$ cat src/rtl/iir_df1_biquad_axis.sv
// -----------------------------------------------------------------------------
// iir_df1_biquad_axis
//
// One second-order IIR section (biquad), Direct Form I, fixed integer
// coefficients scaled by 2^scale_factor:
//
//   acc  = b0*x[n] + b1*x[n-1] + b2*x[n-2] - a1*y[n-1] - a2*y[n-2]
//   y[n] = sat(acc >>> scale_factor)
//
// The saturated y[n] is what feeds back as y[n-1].
//
// Ports:
//   clk            system clock, rising edge
//   rst_n          asynchronous reset, ACTIVE HIGH (historic name kept)
//   s_axis_tvalid  input sample valid
//   s_axis_tdata   signed input sample x[n]
//   s_axis_tready  block can accept a sample
//   m_axis_tdata   signed filtered sample y[n]
//   m_axis_tvalid  output sample valid
//   m_axis_tready  downstream ready
//
// Handshake semantics: a transfer happens on a rising edge where valid and
// ready are both 1. On the input side tready is low for the 3 cycles the
// pipeline is busy; tvalid is ignored while tready is low (nothing is queued).
// On the output side tvalid/tdata hold until an edge with tready=1, except
// that a freshly computed result replaces an unread one (latest wins). The
// filter never stalls on output backpressure.
//
// Pipeline, acceptance at edge E:
//   E   capture x[n]
//   E+1 register the five products
//   E+2 sum, shift, saturate; advance the x and y delay lines
//   E+3 load the output register (m_axis_tvalid rises)
// -----------------------------------------------------------------------------
module iir_df1_biquad_axis #(
    parameter int coeff_width  = 16,
    parameter int inout_width  = 16,
    parameter int scale_factor = 14,
    parameter int b0_int_coeff = 2962,
    parameter int b1_int_coeff = 5615,
    parameter int b2_int_coeff = 2962,
    parameter int a1_int_coeff = -9362,
    parameter int a2_int_coeff = 5203
) (
    input  logic                   clk,
    input  logic                   rst_n,
    input  logic                   s_axis_tvalid,
    input  logic [inout_width-1:0] s_axis_tdata,
    output logic                   s_axis_tready,
    output logic [inout_width-1:0] m_axis_tdata,
    output logic                   m_axis_tvalid,
    input  logic                   m_axis_tready
);

    localparam int PW = coeff_width + inout_width;  // full product width
    localparam int AW = PW + 3;                     // accumulator with guard bits

    localparam logic signed [coeff_width-1:0] B0 = coeff_width'(b0_int_coeff);
    localparam logic signed [coeff_width-1:0] B1 = coeff_width'(b1_int_coeff);
    localparam logic signed [coeff_width-1:0] B2 = coeff_width'(b2_int_coeff);
    localparam logic signed [coeff_width-1:0] A1 = coeff_width'(a1_int_coeff);
    localparam logic signed [coeff_width-1:0] A2 = coeff_width'(a2_int_coeff);

    // Output range limits, expressed at accumulator width for the compare.
    localparam logic signed [AW-1:0] SAT_MAX = AW'(2 ** (inout_width - 1) - 1);
    localparam logic signed [AW-1:0] SAT_MIN = ~SAT_MAX;

    // Stage occupancy flags: one bit per busy pipeline step.
    logic v0_q, v1_q, v2_q;

    logic signed [inout_width-1:0] x0_q, x1_q, x2_q;
    logic signed [inout_width-1:0] y1_q, y2_q;

    logic signed [PW-1:0] p0_q, p1_q, p2_q, p3_q, p4_q;
    logic signed [PW-1:0] p0_d, p1_d, p2_d, p3_d, p4_d;

    logic signed [AW-1:0]          acc_d;
    logic signed [AW-1:0]          shifted_d;
    logic signed [inout_width-1:0] y_d;

    logic [inout_width-1:0] m_data_q;
    logic                   m_valid_q;
    logic                   accept;

    assign s_axis_tready = ~(v0_q | v1_q | v2_q);
    assign accept        = s_axis_tvalid & s_axis_tready;
    assign m_axis_tdata  = m_data_q;
    assign m_axis_tvalid = m_valid_q;

    // Products are formed at full width so no product can wrap.
    always_comb begin
        p0_d = PW'(x0_q) * PW'(B0);
        p1_d = PW'(x1_q) * PW'(B1);
        p2_d = PW'(x2_q) * PW'(B2);
        p3_d = PW'(y1_q) * PW'(A1);
        p4_d = PW'(y2_q) * PW'(A2);
    end

    // Sum, floor-shift and saturate. The size casts sign-extend the signed
    // products into the guarded accumulator width.
    always_comb begin
        acc_d     = AW'(p0_q) + AW'(p1_q) + AW'(p2_q) - AW'(p3_q) - AW'(p4_q);
        shifted_d = acc_d >>> scale_factor;
        if (shifted_d > SAT_MAX) begin
            y_d = SAT_MAX[inout_width-1:0];
        end else if (shifted_d < SAT_MIN) begin
            y_d = SAT_MIN[inout_width-1:0];
        end else begin
            y_d = shifted_d[inout_width-1:0];
        end
    end

    always_ff @(posedge clk or posedge rst_n) begin
        if (rst_n) begin
            v0_q      <= 1'b0;
            v1_q      <= 1'b0;
            v2_q      <= 1'b0;
            x0_q      <= '0;
            x1_q      <= '0;
            x2_q      <= '0;
            y1_q      <= '0;
            y2_q      <= '0;
            p0_q      <= '0;
            p1_q      <= '0;
            p2_q      <= '0;
            p3_q      <= '0;
            p4_q      <= '0;
            m_data_q  <= '0;
            m_valid_q <= 1'b0;
        end else begin
            v0_q <= accept;
            v1_q <= v0_q;
            v2_q <= v1_q;

            if (accept) begin
                x0_q <= s_axis_tdata;
            end

            if (v0_q) begin
                p0_q <= p0_d;
                p1_q <= p1_d;
                p2_q <= p2_d;
                p3_q <= p3_d;
                p4_q <= p4_d;
            end

            // x0_q still holds x[n] here since no new sample can be accepted
            // until the pipeline drains.
            if (v1_q) begin
                x2_q <= x1_q;
                x1_q <= x0_q;
                y2_q <= y1_q;
                y1_q <= y_d;
            end

            // A new result always wins over an unread one.
            if (v2_q) begin
                m_data_q  <= y1_q;
                m_valid_q <= 1'b1;
            end else if (m_axis_tready) begin
                m_valid_q <= 1'b0;
            end
        end
    end

endmodule

$ cat config.mk
export PLATFORM = sky130hd
export DESIGN_NAME = iir_df1_biquad_axis
export DESIGN_NICKNAME = d
export VERILOG_FILES = /design/src/rtl/iir_df1_biquad_axis.sv
export SDC_FILE = /design/constraint.sdc
export NUM_CORES = 2
export LEC_CHECK = 0
export BUFFER_PORTS_ARGS = -buffer_cell sky130_fd_sc_hd__buf_4
export CAP_MARGIN = 20
export CORE_ASPECT_RATIO = 0.75
export CORE_UTILIZATION = 55
export CTS_BUF_LIST = sky130_fd_sc_hd__clkbuf_8
export CTS_CLUSTER_SIZE = 16
export DETAILED_ROUTE_END_ITERATION = 7
export GPL_ROUTABILITY_DRIVEN = 1
export PLACE_DENSITY = 0.71
export SLEW_MARGIN = 20
export SYNTH_ARGS = -nofsm -noshare
export SYNTH_HDL_FRONTEND = slang
export SYNTH_SLANG_ARGS = --single-unit
$ cat constraint.sdc
create_clock -name clk -period 12.6 [get_ports clk]
set_clock_uncertainty 0.2 [all_clocks]
set_input_delay 1.26 -clock clk [delete_from_list [all_inputs] [get_ports clk]]
set_output_delay 1.26 -clock clk [all_outputs]
set_load 0.02 [all_outputs]
After elaboration in Yosys (flattened, before gate mapping). Index checks and enable logic that the tools add are counted.

Bits in registers: 246. Output and inout bits: 18. Word-level logic and storage cells: 35.

Add/subtract/negate cells: 4. Multipliers: 5. $lt $le $gt $ge: 2. Muxes and demuxes: 4. Bitwise operators: 4. Reductions and logical operators: 1.

Operator list (number): $mul A16 B14 Y30 const B (3); $mul A16 B12 Y28 const B (2); $sub A33 B30 Y34 (1); $sub A32 B31 Y33 (1); $add A31 B29 Y32 (1); $mux W16 (2); $add A29 B30 Y31 (1); $gt A20 B16 Y1 const B (1); $lt A20 B16 Y1 const B (1); $mux W1 (2); $or A1 B1 Y1 (2); $reduce_bool A2 Y1 (1); $and A1 B1 Y1 (1); $not A1 Y1 (1).

Depth between registers and ports, before layout.
Depth in word-level cells: 7. Gate-level depth with buffers: 22. Mapped depth without buffers: 22.

Worst setup path after synthesis. No wires, ideal clock.

Kind: register to register. From: reg x1_q[15]. To: reg p1_q[29] (netlist name). Arrival: 6254 ps. Path slack: 6021 ps. Stages on the path, launching flop included: 20. Path buffers: 1. Cell sequence: dfrtp_1 > ha_1 > xnor2_1 > fa_1 > fa_1 > inv_1 > fa_1 > inv_1 > fa_1 > fa_1 > ha_1 > clkbuf_1 > a21oi_1 > o21ai_0 > a21o_1 > a21o_1 > or4_1 > a31oi_1 > xnor2_1 > mux2_2.

Word-level cells in the longest chain between the ends: 1.

Ends and longest elaborated chain: start, declared (RTL line 71) `logic signed [inout_width-1:0] x0_q, x1_q, x2_q;`; start signal, assigned (RTL line 151) `x1_q <= x0_q;`; $mul A16 B14 Y30 (RTL line 93) `p1_d = PW'(x1_q) * PW'(B1);`.

No other way between the ends. A chain may end at the register's enable or synchronous reset.

Final worst setup path.
From: reg x1_q[8]. To: reg p1_q[29] (netlist name).

Word-level cells in the longest chain between the ends: 1.

Ends and longest elaborated chain (RTL line): $mul A16 B14 Y30 (93).

No other way between the ends.

==> reports/metrics.cfg <==
[clocking]
htreeDepth=2
hold_buffers=0
clock_latency_ns=0.65
clk_path_buf_depth=3
cts_sinks=246
cts_resized=0
clockRootBuffer=clkbuf_8
clkTransAtPathRegs_ns=0.06
cts_tree=yes
postCtsSetupBuffers=0
cts_buffers=47

[floorplanning]
die_area_sq_um=63870
chipWidth_um=291.5
coreArea_sq_um=62070
start_util=0.5569
row_count=79
boundaryPins=38
die_y_um=219.1

[route]
dr_wl_met2_mm=32.17
routed_wl_mm=76.12
dr.max_layer_used=met4
route.detailed.drc=0
vias=22989
vias_per_cell=5.329
wl_per_cell_um=17.65
ant_nets=0
drt_iter0_markers=1391
dr_wl_met3_mm=5.014
firstDrtPassIters=5
wl_met1_mm=37.30

[synthesis]
yosysUniqueCellTypes=64
yosysSeqAreaShare=0.1781
syn_area_sq_um=34570
yosys_warnings=0
synth-edff-count=0
ys.flop_type=dfrtp_1
syn_area_per_cell_sq_um=10.11
ys_ff_latch=246
synthCells=3418
synthArstFlopShare=1.000
syn-num-nets=4495

[timing]
tightest_slew_ns=1.118
period_needed_ns=7.257
relSlewSlack=0.2547
finalSetupViolCount=0
fin_hold_ws_ns=0.2871
drv_slew=0
layout_setup_ws_ns=5.343
rsz0062_at_grt=no
hold_viol_final=0
max_freq_mhz=137.8
timing.final.crit_share=0.5759
tns_ns=0

[run_status]
status=finished, final reports clean

[layout]
final_util=0.5931
fillers=5296
final_cell_mix=inv_1 (913), fa_1 (529), ha_1 (528), dfrtp_1 (243), nand2_1 (139)
multi_input_comb_area_sq_um=24830
area_growth_pct=6.508
layout_commonest_cell=inv_1
drive_above_1_share=0.07991
fin_nets=4545
ff_latch_area_sq_um=6165
diodes=0

[placed_design]
io_buffers=37
pre_cts_ws_ns=5.513
dpl.hpwl_mm=62.09
gp_congestion=0.9311

[run]
drv_cap=0

[critical_path]
cp-end-kind=flip-flop
worstSetupPathType=flip-flop to flip-flop
worstPathRequired_ns=12.91
cp-start-kind=flip-flop
crit_arrival_ns=7.56
critPathMaxFanout=11

[grt]
gr-total-overflow=0
grt_pass1_wl_mm=126.3
grt_pass1_vias=23312
antenna_found_initial=1
grt_max_degree=161
gr-usage-all-layers=0.2539

[hold_path]
hp-class=flip-flop to flip-flop

[sequential cells by signal, indices dropped and copies added (netlist names)]
name / cells
p1_q: 30
p3_q: 30
p4_q: 30
p0_q: 28
p2_q: 28
m_axis_tdata: 16
x0_q: 16
x1_q: 16
x2_q: 16
y1_q: 16
y2_q: 16
m_axis_tvalid: 1
v0_q: 1
v1_q: 1
v2_q: 1
[worst paths after layout]
check | startpoint | slack, ns | cells past startpoint | to
max in group asynchronous | rst_n | 10.28 | 3 | v0_q
hold reg to reg | m_axis_tvalid | 0.29 | 1 | m_axis_tvalid
setup reg to reg | x1_q[8] | 5.34 | 21 | p1_q[29]
setup / recovery | x1_q[8] | 5.34 | 21 | p1_q[29]
min in group asynchronous | rst_n | 0.59 | 2 | p4_q[2]
hold / removal | m_axis_tvalid | 0.29 | 1 | m_axis_tvalid
[metrics by stage]
stage / cells / area [sq um]
after floorplan: 3418 / 34570
after global placement: 4229 / 35810
after detailed placement: 4229 / 35810
after CTS: 4314 / 36820
after global routing: 4314 / 36820
final: 4314 / 36820
[kinds of logic (layout without fill, tap and decap cells)]
logic type / Yosys count / count (layout) / share of synthesized area
AND/OR/NAND/NOR: 424 / 424 / 0.05715
buffers and inverters: 955 / 1041 / 0.1037
AO/OA/AOI/OAI: 456 / 456 / 0.08260
XOR/XNOR: 133 / 133 / 0.03370
flip-flops: 246 / 246 / 0.1781
adder cells (fa/ha/maj): 1057 / 1057 / 0.4975
multiplexers: 147 / 147 / 0.04731
[worst max-delay path, cell delays in order (launching register included)]
cell,delay (ns)
dfrtp_1,0.62
ha_1,0.41
inv_1,0.06
fa_1,0.48
inv_1,0.06
fa_1,0.50
inv_1,0.06
fa_1,0.52
inv_1,0.05
fa_1,0.49
fa_1,0.42
ha_1,0.35
a211oi_1,0.39
o21bai_1,0.17
a2111oi_1,0.57
o31a_1,0.36
o21a_1,0.25
nor4_1,0.11
or4_1,0.49
a31oi_1,0.21
xnor2_1,0.08
mux2_2,0.26
[metal layers]
layer,vias up,global-route usage
li1,10912,-
met3,93,0.04608
met4,0,0.05772
met2,537,0.3683
met1,11447,0.3930
met5,-,0
[final cells by class]
type | count | share of cell area
Clock buffer | 57 | 0.02131
Sequential cell | 246 | 0.1674
Timing Repair Buffer | 48 | 0.01047
Inverter | 908 | 0.09278
Tap cell | 810 | 0.02753
Clock inverter | 28 | 0.006015
Multi-Input combinational cell | 2217 | 0.6745
[cell usage after synthesis, types with 9 or more instances]
cell	count	share of area
or3_1	13	0.0024
o21ai_0	129	0.019
a21oi_1	125	0.018
and3_1	10	0.0018
nand4_1	12	0.0022
nand2b_1	24	0.0043
xnor2_1	99	0.025
or2_2	13	0.0024
o21bai_1	13	0.0028
o211ai_1	9	0.0020
nor2_1	107	0.012
nor2b_1	16	0.0029
inv_1	907	0.098
ha_1	528	0.19
o31ai_1	19	0.0041
buf_1	10	0.0011
clkbuf_1	37	0.0040
a211oi_1	16	0.0035
dfrtp_1	246	0.18
o21a_1	15	0.0033
a211o_1	11	0.0028
a31oi_1	13	0.0024
nand3_1	37	0.0054
nor3_1	32	0.0046
fa_1	529	0.31
mux2i_1	16	0.0046
a21o_1	54	0.012
nand2_1	139	0.015
mux2_2	131	0.043
xor2_1	34	0.0086
Power is left out: the tool's default activity adds up to more than one toggle a clock period on the data nets, which glitch-free logic cannot reach.
